[config.mk]
export PLATFORM = sky130hd
export DESIGN_NAME = ps2_host_tx
export DESIGN_NICKNAME = d
export VERILOG_FILES = /design/src/rtl/ps2_pkg.sv /design/src/rtl/ps2_line_filter.sv /design/src/rtl/ps2_host_tx.sv
export SDC_FILE = /design/constraint.sdc
export NUM_CORES = 1
export LEC_CHECK = 0
export CAP_MARGIN = 10
export CORE_MARGIN = 3
export CORE_UTILIZATION = 54
export CTS_CLUSTER_DIAMETER = 150
export DETAILED_ROUTE_END_ITERATION = 12
export GPL_TIMING_DRIVEN = 0
export PLACE_DENSITY = 0.75
export SLEW_MARGIN = 20
export SYNTH_ARGS = -nofsm -noshare
export SYNTH_HDL_FRONTEND = slang
export SYNTH_SLANG_ARGS = --single-unit
[constraint.sdc]
create_clock -name clk -period 1.8 [get_ports clk]
set_input_delay 0.18 -clock clk [delete_from_list [all_inputs] [get_ports clk]]
set_output_delay 0.18 -clock clk [all_outputs]
set_load 0.005 [all_outputs]
[src/rtl/ps2_pkg.sv]
// Shared PS/2 definitions: host-transmit FSM states, transfer status codes, frame helpers.
package ps2_pkg;

  typedef enum logic [2:0] {
    StIdle,
    StInhibit,
    StReq,
    StRelease,
    StShift,
    StAck,
    StWaitIdle,
    StFail
  } ps2_state_e;

  typedef enum logic [1:0] {
    TxOk           = 2'd0,
    TxNoAck        = 2'd1,
    TxStartTimeout = 2'd2,
    TxXferTimeout  = 2'd3
  } ps2_tx_status_e;

  // Frame index of the stop bit; indices 0..8 are d0..d7 and parity.
  localparam logic [3:0] StopIdx = 4'd9;

  function automatic logic odd_parity(input logic [7:0] data);
    return ~^data;
  endfunction

endpackage

[src/rtl/ps2_line_filter.sv]
// Pad input conditioning: 2-FF synchronizer, stability filter, registered falling-edge pulse.
module ps2_line_filter #(
  parameter int unsigned FILTER_LEN = 8
) (
  input  logic clk,
  input  logic rst_n,
  input  logic i_raw,
  output logic o_level,
  output logic o_fall
);

  localparam int unsigned CntW = $clog2(FILTER_LEN) + 1;
  localparam logic [CntW-1:0] CntLast = CntW'(FILTER_LEN - 1);

  logic [1:0]      r_sync;
  logic [CntW-1:0] r_cnt;
  logic            r_level;
  logic            r_fall;
  logic            w_settle;

  // The synchronized value has differed from the filtered one for FILTER_LEN cycles.
  assign w_settle = (r_sync[1] != r_level) && (r_cnt == CntLast);

  always_ff @(posedge clk or negedge rst_n) begin
    if (!rst_n) begin
      r_sync  <= 2'b11;
      r_cnt   <= '0;
      r_level <= 1'b1;
      r_fall  <= 1'b0;
    end else begin
      r_sync <= {r_sync[0], i_raw};
      r_fall <= w_settle & ~r_sync[1];
      if ((r_sync[1] == r_level) || w_settle) begin
        r_cnt <= '0;
      end else begin
        r_cnt <= r_cnt + 1'b1;
      end
      if (w_settle) begin
        r_level <= r_sync[1];
      end
    end
  end

  assign o_level = r_level;
  assign o_fall  = r_fall;

endmodule

[src/rtl/ps2_host_tx.sv]
// PS/2 host-to-device command transmitter driving open-drain clock/data enables.
module ps2_host_tx
  import ps2_pkg::*;
#(
  parameter int unsigned INHIBIT_CYC  = 6000,
  parameter int unsigned START_TO_CYC = 750000,
  parameter int unsigned XFER_TO_CYC  = 100000,
  parameter int unsigned FILTER_LEN   = 8
) (
  input  logic       clk,
  input  logic       rst_n,
  input  logic       tx_valid,
  input  logic [7:0] tx_data,
  output logic       tx_ready,
  output logic       tx_done,
  output logic [1:0] tx_status,
  output logic       rx_inhibit,
  input  logic       ps2_clk_i,
  input  logic       ps2_dat_i,
  output logic       ps2_clk_oe,
  output logic       ps2_dat_oe
);

  localparam int unsigned InhW   = $clog2(INHIBIT_CYC) + 1;
  localparam int unsigned StartW = $clog2(START_TO_CYC) + 1;
  localparam int unsigned XferW  = $clog2(XFER_TO_CYC) + 1;
  localparam logic [InhW-1:0]   InhLast   = InhW'(INHIBIT_CYC - 1);
  localparam logic [StartW-1:0] StartLast = StartW'(START_TO_CYC - 1);
  localparam logic [XferW-1:0]  XferLast  = XferW'(XFER_TO_CYC - 1);

  ps2_state_e     r_state, w_state_d;
  ps2_tx_status_e r_status, w_status_d;
  logic [8:0]        r_frame, w_frame_d;
  logic [3:0]        r_idx, w_idx_d;
  logic              r_dat_oe, w_dat_oe_d;
  logic              r_clk_oe, r_done, w_done_d, r_ready, r_rx_inh;
  logic [InhW-1:0]   r_inh_cnt;
  logic [StartW-1:0] r_start_cnt;
  logic [XferW-1:0]  r_xfer_cnt;
  logic              w_clk_level, w_clk_fall, w_dat_level, w_unused_dat_fall;
  logic              w_xfer_state, w_xfer_to;

  ps2_line_filter #(.FILTER_LEN(FILTER_LEN)) u_clk_filt (
    .clk     (clk),
    .rst_n   (rst_n),
    .i_raw   (ps2_clk_i),
    .o_level (w_clk_level),
    .o_fall  (w_clk_fall)
  );

  ps2_line_filter #(.FILTER_LEN(FILTER_LEN)) u_dat_filt (
    .clk     (clk),
    .rst_n   (rst_n),
    .i_raw   (ps2_dat_i),
    .o_level (w_dat_level),
    .o_fall  (w_unused_dat_fall)
  );

  // Transfer timeout spans SHIFT, ACK and WAIT_IDLE; it starts on entry to SHIFT.
  assign w_xfer_state = (r_state == StShift) || (r_state == StAck) || (r_state == StWaitIdle);
  assign w_xfer_to    = w_xfer_state && (r_xfer_cnt == XferLast);

  always_comb begin
    w_state_d  = r_state;
    w_status_d = r_status;
    w_frame_d  = r_frame;
    w_idx_d    = r_idx;
    w_dat_oe_d = r_dat_oe;
    w_done_d   = 1'b0;
    unique case (r_state)
      StIdle: begin
        if (tx_valid) begin
          w_frame_d = {odd_parity(tx_data), tx_data};
          w_state_d = StInhibit;
        end
      end
      StInhibit: begin
        if (r_inh_cnt == InhLast) begin
          w_dat_oe_d = 1'b1;
          w_state_d  = StReq;
        end
      end
      StReq: w_state_d = StRelease;
      StRelease: begin
        if (w_clk_fall) begin
          w_dat_oe_d = ~r_frame[0];
          w_idx_d    = 4'd1;
          w_state_d  = StShift;
        end else if (r_start_cnt == StartLast) begin
          w_status_d = TxStartTimeout;
          w_dat_oe_d = 1'b0;
          w_done_d   = 1'b1;
          w_state_d  = StFail;
        end
      end
      StShift, StAck, StWaitIdle: begin
        if (w_xfer_to) begin
          w_status_d = TxXferTimeout;
          w_dat_oe_d = 1'b0;
          w_done_d   = 1'b1;
          w_state_d  = StFail;
        end else if (r_state == StShift) begin
          if (w_clk_fall) begin
            if (r_idx == StopIdx) begin
              w_dat_oe_d = 1'b0;
              w_state_d  = StAck;
            end else begin
              w_dat_oe_d = ~r_frame[r_idx];
              w_idx_d    = r_idx + 4'd1;
            end
          end
        end else if (r_state == StAck) begin
          if (w_clk_fall) begin
            w_status_d = w_dat_level ? TxNoAck : TxOk;
            w_state_d  = StWaitIdle;
          end
        end else if (w_clk_level && w_dat_level) begin
          w_done_d  = 1'b1;
          w_state_d = StIdle;
        end
      end
      StFail:  w_state_d = StIdle;
      default: w_state_d = StIdle;
    endcase
  end

  always_ff @(posedge clk or negedge rst_n) begin
    if (!rst_n) begin
      r_state     <= StIdle;
      r_status    <= TxOk;
      r_frame     <= '0;
      r_idx       <= '0;
      r_dat_oe    <= 1'b0;
      r_clk_oe    <= 1'b0;
      r_done      <= 1'b0;
      r_ready     <= 1'b1;
      r_rx_inh    <= 1'b0;
      r_inh_cnt   <= '0;
      r_start_cnt <= '0;
      r_xfer_cnt  <= '0;
    end else begin
      r_state     <= w_state_d;
      r_status    <= w_status_d;
      r_frame     <= w_frame_d;
      r_idx       <= w_idx_d;
      r_dat_oe    <= w_dat_oe_d;
      r_clk_oe    <= (w_state_d == StInhibit) || (w_state_d == StReq);
      r_done      <= w_done_d;
      r_ready     <= (w_state_d == StIdle);
      r_rx_inh    <= (w_state_d != StIdle);
      r_inh_cnt   <= ((r_state == StInhibit) && (w_state_d == StInhibit)) ?
                     r_inh_cnt + 1'b1 : '0;
      r_start_cnt <= ((r_state == StRelease) && (w_state_d == StRelease)) ?
                     r_start_cnt + 1'b1 : '0;
      r_xfer_cnt  <= (w_xfer_state && (w_state_d != StFail) && (w_state_d != StIdle)) ?
                     r_xfer_cnt + 1'b1 : '0;
    end
  end

  assign tx_ready   = r_ready;
  assign tx_done    = r_done;
  assign tx_status  = r_status;
  assign rx_inhibit = r_rx_inh;
  assign ps2_clk_oe = r_clk_oe;
  assign ps2_dat_oe = r_dat_oe;

endmodule

==> implementation parameters <==
Parameter                              Value

GRT
  Vias in the first global route ... 3059
  Overflow left after global routing ... 0
  Pin count of the biggest net entering global routing ... 48
  Initial antenna violation count ... 0
  Overall track demand over capacity in global routing ... 19.5%
  Wire length of the first global-routing pass ... 14000 um

Setup path
  Category of the worst setup path launch point ... flop
  Reg-to-reg critical path endpoint ... tx_status[1]$_DFFE_PN0P_
  Critical register-to-register path startpoint ... r_xfer_cnt[17]$_DFF_PN0_
  Critical Path RT ... 2060 ps
  Reg2Reg Depth ... 6
  Critical path peak fanout ... 4
  Critical Path AT ... 2340 ps
  Setup crit end kind ... flop
  Classification of the worst setup path ... flop to flop
  R2r setup slk ... -280 ps

Power and ir drop
  Power per standard cell area ... 722 nW/um2
  Share of total power in sequential cells ... 58.3%
  VDD IR-drop max ... 0.000440 V
  Net Sw Frac ... 24.9%
  Combinational fraction of design power ... 7.2%
  Clock group share of total power ... 34.5%
  Switching component of the power ... 0.945 mW
  Power Internal ... 2.85 mW
  Leakage power ... 2.23 nW

Clock tree
  Worst skew pair latency ... 370 ps
  TritonCTS Sinks ... 91
  Root Buffer ... sky130_fd_sc_hd__clkbuf_8
  Number of levels the H-tree was split into ... 3
  Clock buffers created by TritonCTS ... 9
  Clk pin slew, worst setup/hold paths ... 100 ps
  TritonCTS clock tree ... done
  CTS max path bufs ... 2

Min path
  Hold Path Class ... input pin to flop
  Worst hold path endpoint ... u_dat_filt.r_sync[0]$_DFF_PN1_
  WHS Path Cells ... 1
  Hold Crit Start ... ps2_dat_i

Detailed routing
  Average via count per standard cell ... 5.50
  Number of iterations in the first detailed-routing pass ... 4
  Antenna viol nets, final ... 0
  Detailed-route via count ... 3236
  Drc violations ... 0
  Wire length per cell after detailed routing ... 14.7 um
  Drt total wl ... 8660 um
  Detailed Route Iter0 Violations ... 169

Timing
  Number of max-slew violations in the final report ... 0
  Worst setup margin ... -283 ps
  Worst-Margin Slew ... 589 ps
  Highest Clock Rate ... 0.480 GHz
  Final critical delay including setup and external delays ... 2080 ps
  Final Setup Violations ... 42
  Hold Worst Slack ... 218 ps
  Max_slew headroom ... 60.7%
  Hold violation count in the final report ... 0
  Clock skew after layout ... 15.4 ps
  Portion of the clock cycle consumed by the worst path in the final layout ... 116%
  Setup repair after global routing missed its margin ... yes

Die
  Starting utilization of the core area ... 56.5%
  Rows ... 32
  Vertical die dimension ... 96.4 um
  Number of placed I/O pins ... 20
  Chip width ... 96.4 um
  Die ar. ... 9280 um2
  Floorplan Core Area ... 7810 um2

Synthesis
  Async SR Flop Fraction ... 100%
  Flip-flop cell with the highest count after synthesis ... sky130_fd_sc_hd__dfrtp_1
  Seq cells post-synth ... 91
  Net count after synthesis ... 450
  Number of flops mapped to enable cells by yosys ... 0
  Cell count after synthesis ... 430
  Number of distinct library cell variants in the gate-level netlist after synthesis ... 49
  Mean cell area of the mapped netlist ... 10.3 um2
  Register area share after synthesis ... 51.9%
  Total of warnings raised by yosys ... 0
  Mapped Area ... 4410 um2

Run status
  Outcome ... finished, violations left
  Violations in the final reports ... setup timing

Cells and area
  Count of nets after finishing ... 501
  Most frequent standard cell in the layout excluding fill and tap cells ... sky130_fd_sc_hd__dfrtp_1
  Most frequent cells in the layout ... sky130_fd_sc_hd__dfrtp_1, sky130_fd_sc_hd__nor2_1, sky130_fd_sc_hd__xnor2_1
  Number of fillers in the final layout ... 608
  Ratio of cells with drive above 1 in the final layout ... 21.0%
  Area overhead of the layout relative to synthesis ... 19.4%
  # diodes ... 0

Placement
  Count of buffers inserted at the top-level ports ... 19
  Post-placement setup slack ... -410 ps
  Detailed placement HPWL ... 5720 um
  Final RePlAce weighted congestion ... 0.913

Job
  Number of max-cap violations ... 0
power by group through the flow:
stage / Sequential, mW / Combinational, mW / Clock, mW
detailed placement: 2.25 / 0.278 / 0
floorplan: 2.23 / 0.173 / 0
global placement: 2.25 / 0.260 / 0
global route: 2.22 / 0.319 / 1.43
finish: 2.21 / 0.274 / 1.31
CTS: 2.21 / 0.283 / 1.33
area by class of cell:
type                            instances  area (um2)  area share, %
Tap cell                              102         128           2.42
Sequential cell                        91        2290           43.5
Clock buffer                           11         151           2.88
Multi-Input combinational cell        320        2170           41.1
Clock inverter                          5        37.5          0.713
Inverter                                8        30.0          0.570
Buffer                                 10        68.8           1.31
Timing Repair Buffer                   41         390           7.42
cell families after synthesis:
kind of cell,Yosys count,share of synthesized area [%]
mux,13,3.83
xor+xnor,63,12.5
fa+ha+maj,7,1.99
flops,91,51.9
compound gates,30,4.23
buf+inv,19,1.65
simple gates,207,23.9
worst max-delay path, stage by stage (launching register included):
cell and delay [ps]:
sky130_fd_sc_hd__dfrtp_1 400, sky130_fd_sc_hd__or4bb_4 560, sky130_fd_sc_hd__or3_4 410, sky130_fd_sc_hd__or2_4 270, sky130_fd_sc_hd__o21a_1 170, sky130_fd_sc_hd__o21ai_1 100
sky130_fd_sc_hd__nand2_1 60
metrics by stage:
stage	std cells	utilization, %	area [um2]	total power, mW	TNS [ps]
floorplan	430	-	4460	2.40	-972
detailed placement	552	61.5	4800	2.53	-13090
CTS	580	65.8	5130	3.83	-3330
finish	588	67.4	5260	3.80	-4800
global placement	551	61.2	4780	2.50	-249000
global route	588	67.4	5260	3.97	-9070
state kept, by name, indices dropped and copies added (netlist names), 2 cells and up:
name               cells
r_frame                9
r_idx                  4
r_inh_cnt             14
r_start_cnt           21
r_state                3
r_xfer_cnt            18
tx_status              2
u_clk_filt.r_cnt       4
u_clk_filt.r_sync      2
u_dat_filt.r_cnt       4
u_dat_filt.r_sync      2
metal layers:
metal	up-vias	global-route usage [%]	part of all wire, %
li1	1561	-	-
met1	1593	27.0	47
met2	64	30.2	48
met3	18	3.13	3.6
met4	0	8.64	2.0
met5	-	0	0
worst max path at each step:
stage | end | slack (ps) | from | depth (start not counted)
4_1_cts | tx_status[1]$_DFFE_PN0P_ | -270 | r_xfer_cnt[17]$_DFF_PN0_ | 6
3_3_place_gp | u_clk_filt.r_cnt[1]$_DFF_PN0_ | -2710 | rst_n | 1
2_1_floorplan | tx_status[1]$_DFFE_PN0P_ | -180 | r_xfer_cnt[6]$_DFF_PN0_ | 6
3_5_place_dp | r_idx[2]$_DFFE_PN0P_ | -410 | r_xfer_cnt[6]$_DFF_PN0_ | 6
5_1_grt | tx_status[1]$_DFFE_PN0P_ | -350 | r_xfer_cnt[17]$_DFF_PN0_ | 6
6_report | tx_status[1]$_DFFE_PN0P_ | -280 | r_xfer_cnt[17]$_DFF_PN0_ | 6
repair_timing:
item | 4_1_cts | 5_1_grt
hold buffers | 1 | 0
gates resized for setup | 19 | 27
gates cloned | 0 | 2
setup endpoints to repair | 71 | 71
pin swaps | 6 | 3
endpoints found under the hold margin | 42 | 0
setup buffers | 12 | 6
cells in the mapped netlist (all sizes together), types with 9 or more instances:
| cell type | n | area share [%] |
|---|---|---|
| xnor2 | 33 | 6.6 |
| dfrtp | 84 | 48 |
| nand3 | 30 | 3.5 |
| nand2 | 27 | 2.5 |
| xor2 | 30 | 6.0 |
| clkbuf | 10 | 0.85 |
| a21oi | 10 | 1.1 |
| mux2 | 11 | 2.8 |
| nand4 | 9 | 1.3 |
| and3 | 22 | 3.2 |
| nor2 | 81 | 7.0 |
No activity file was read; power rests on OpenSTA's default activity.
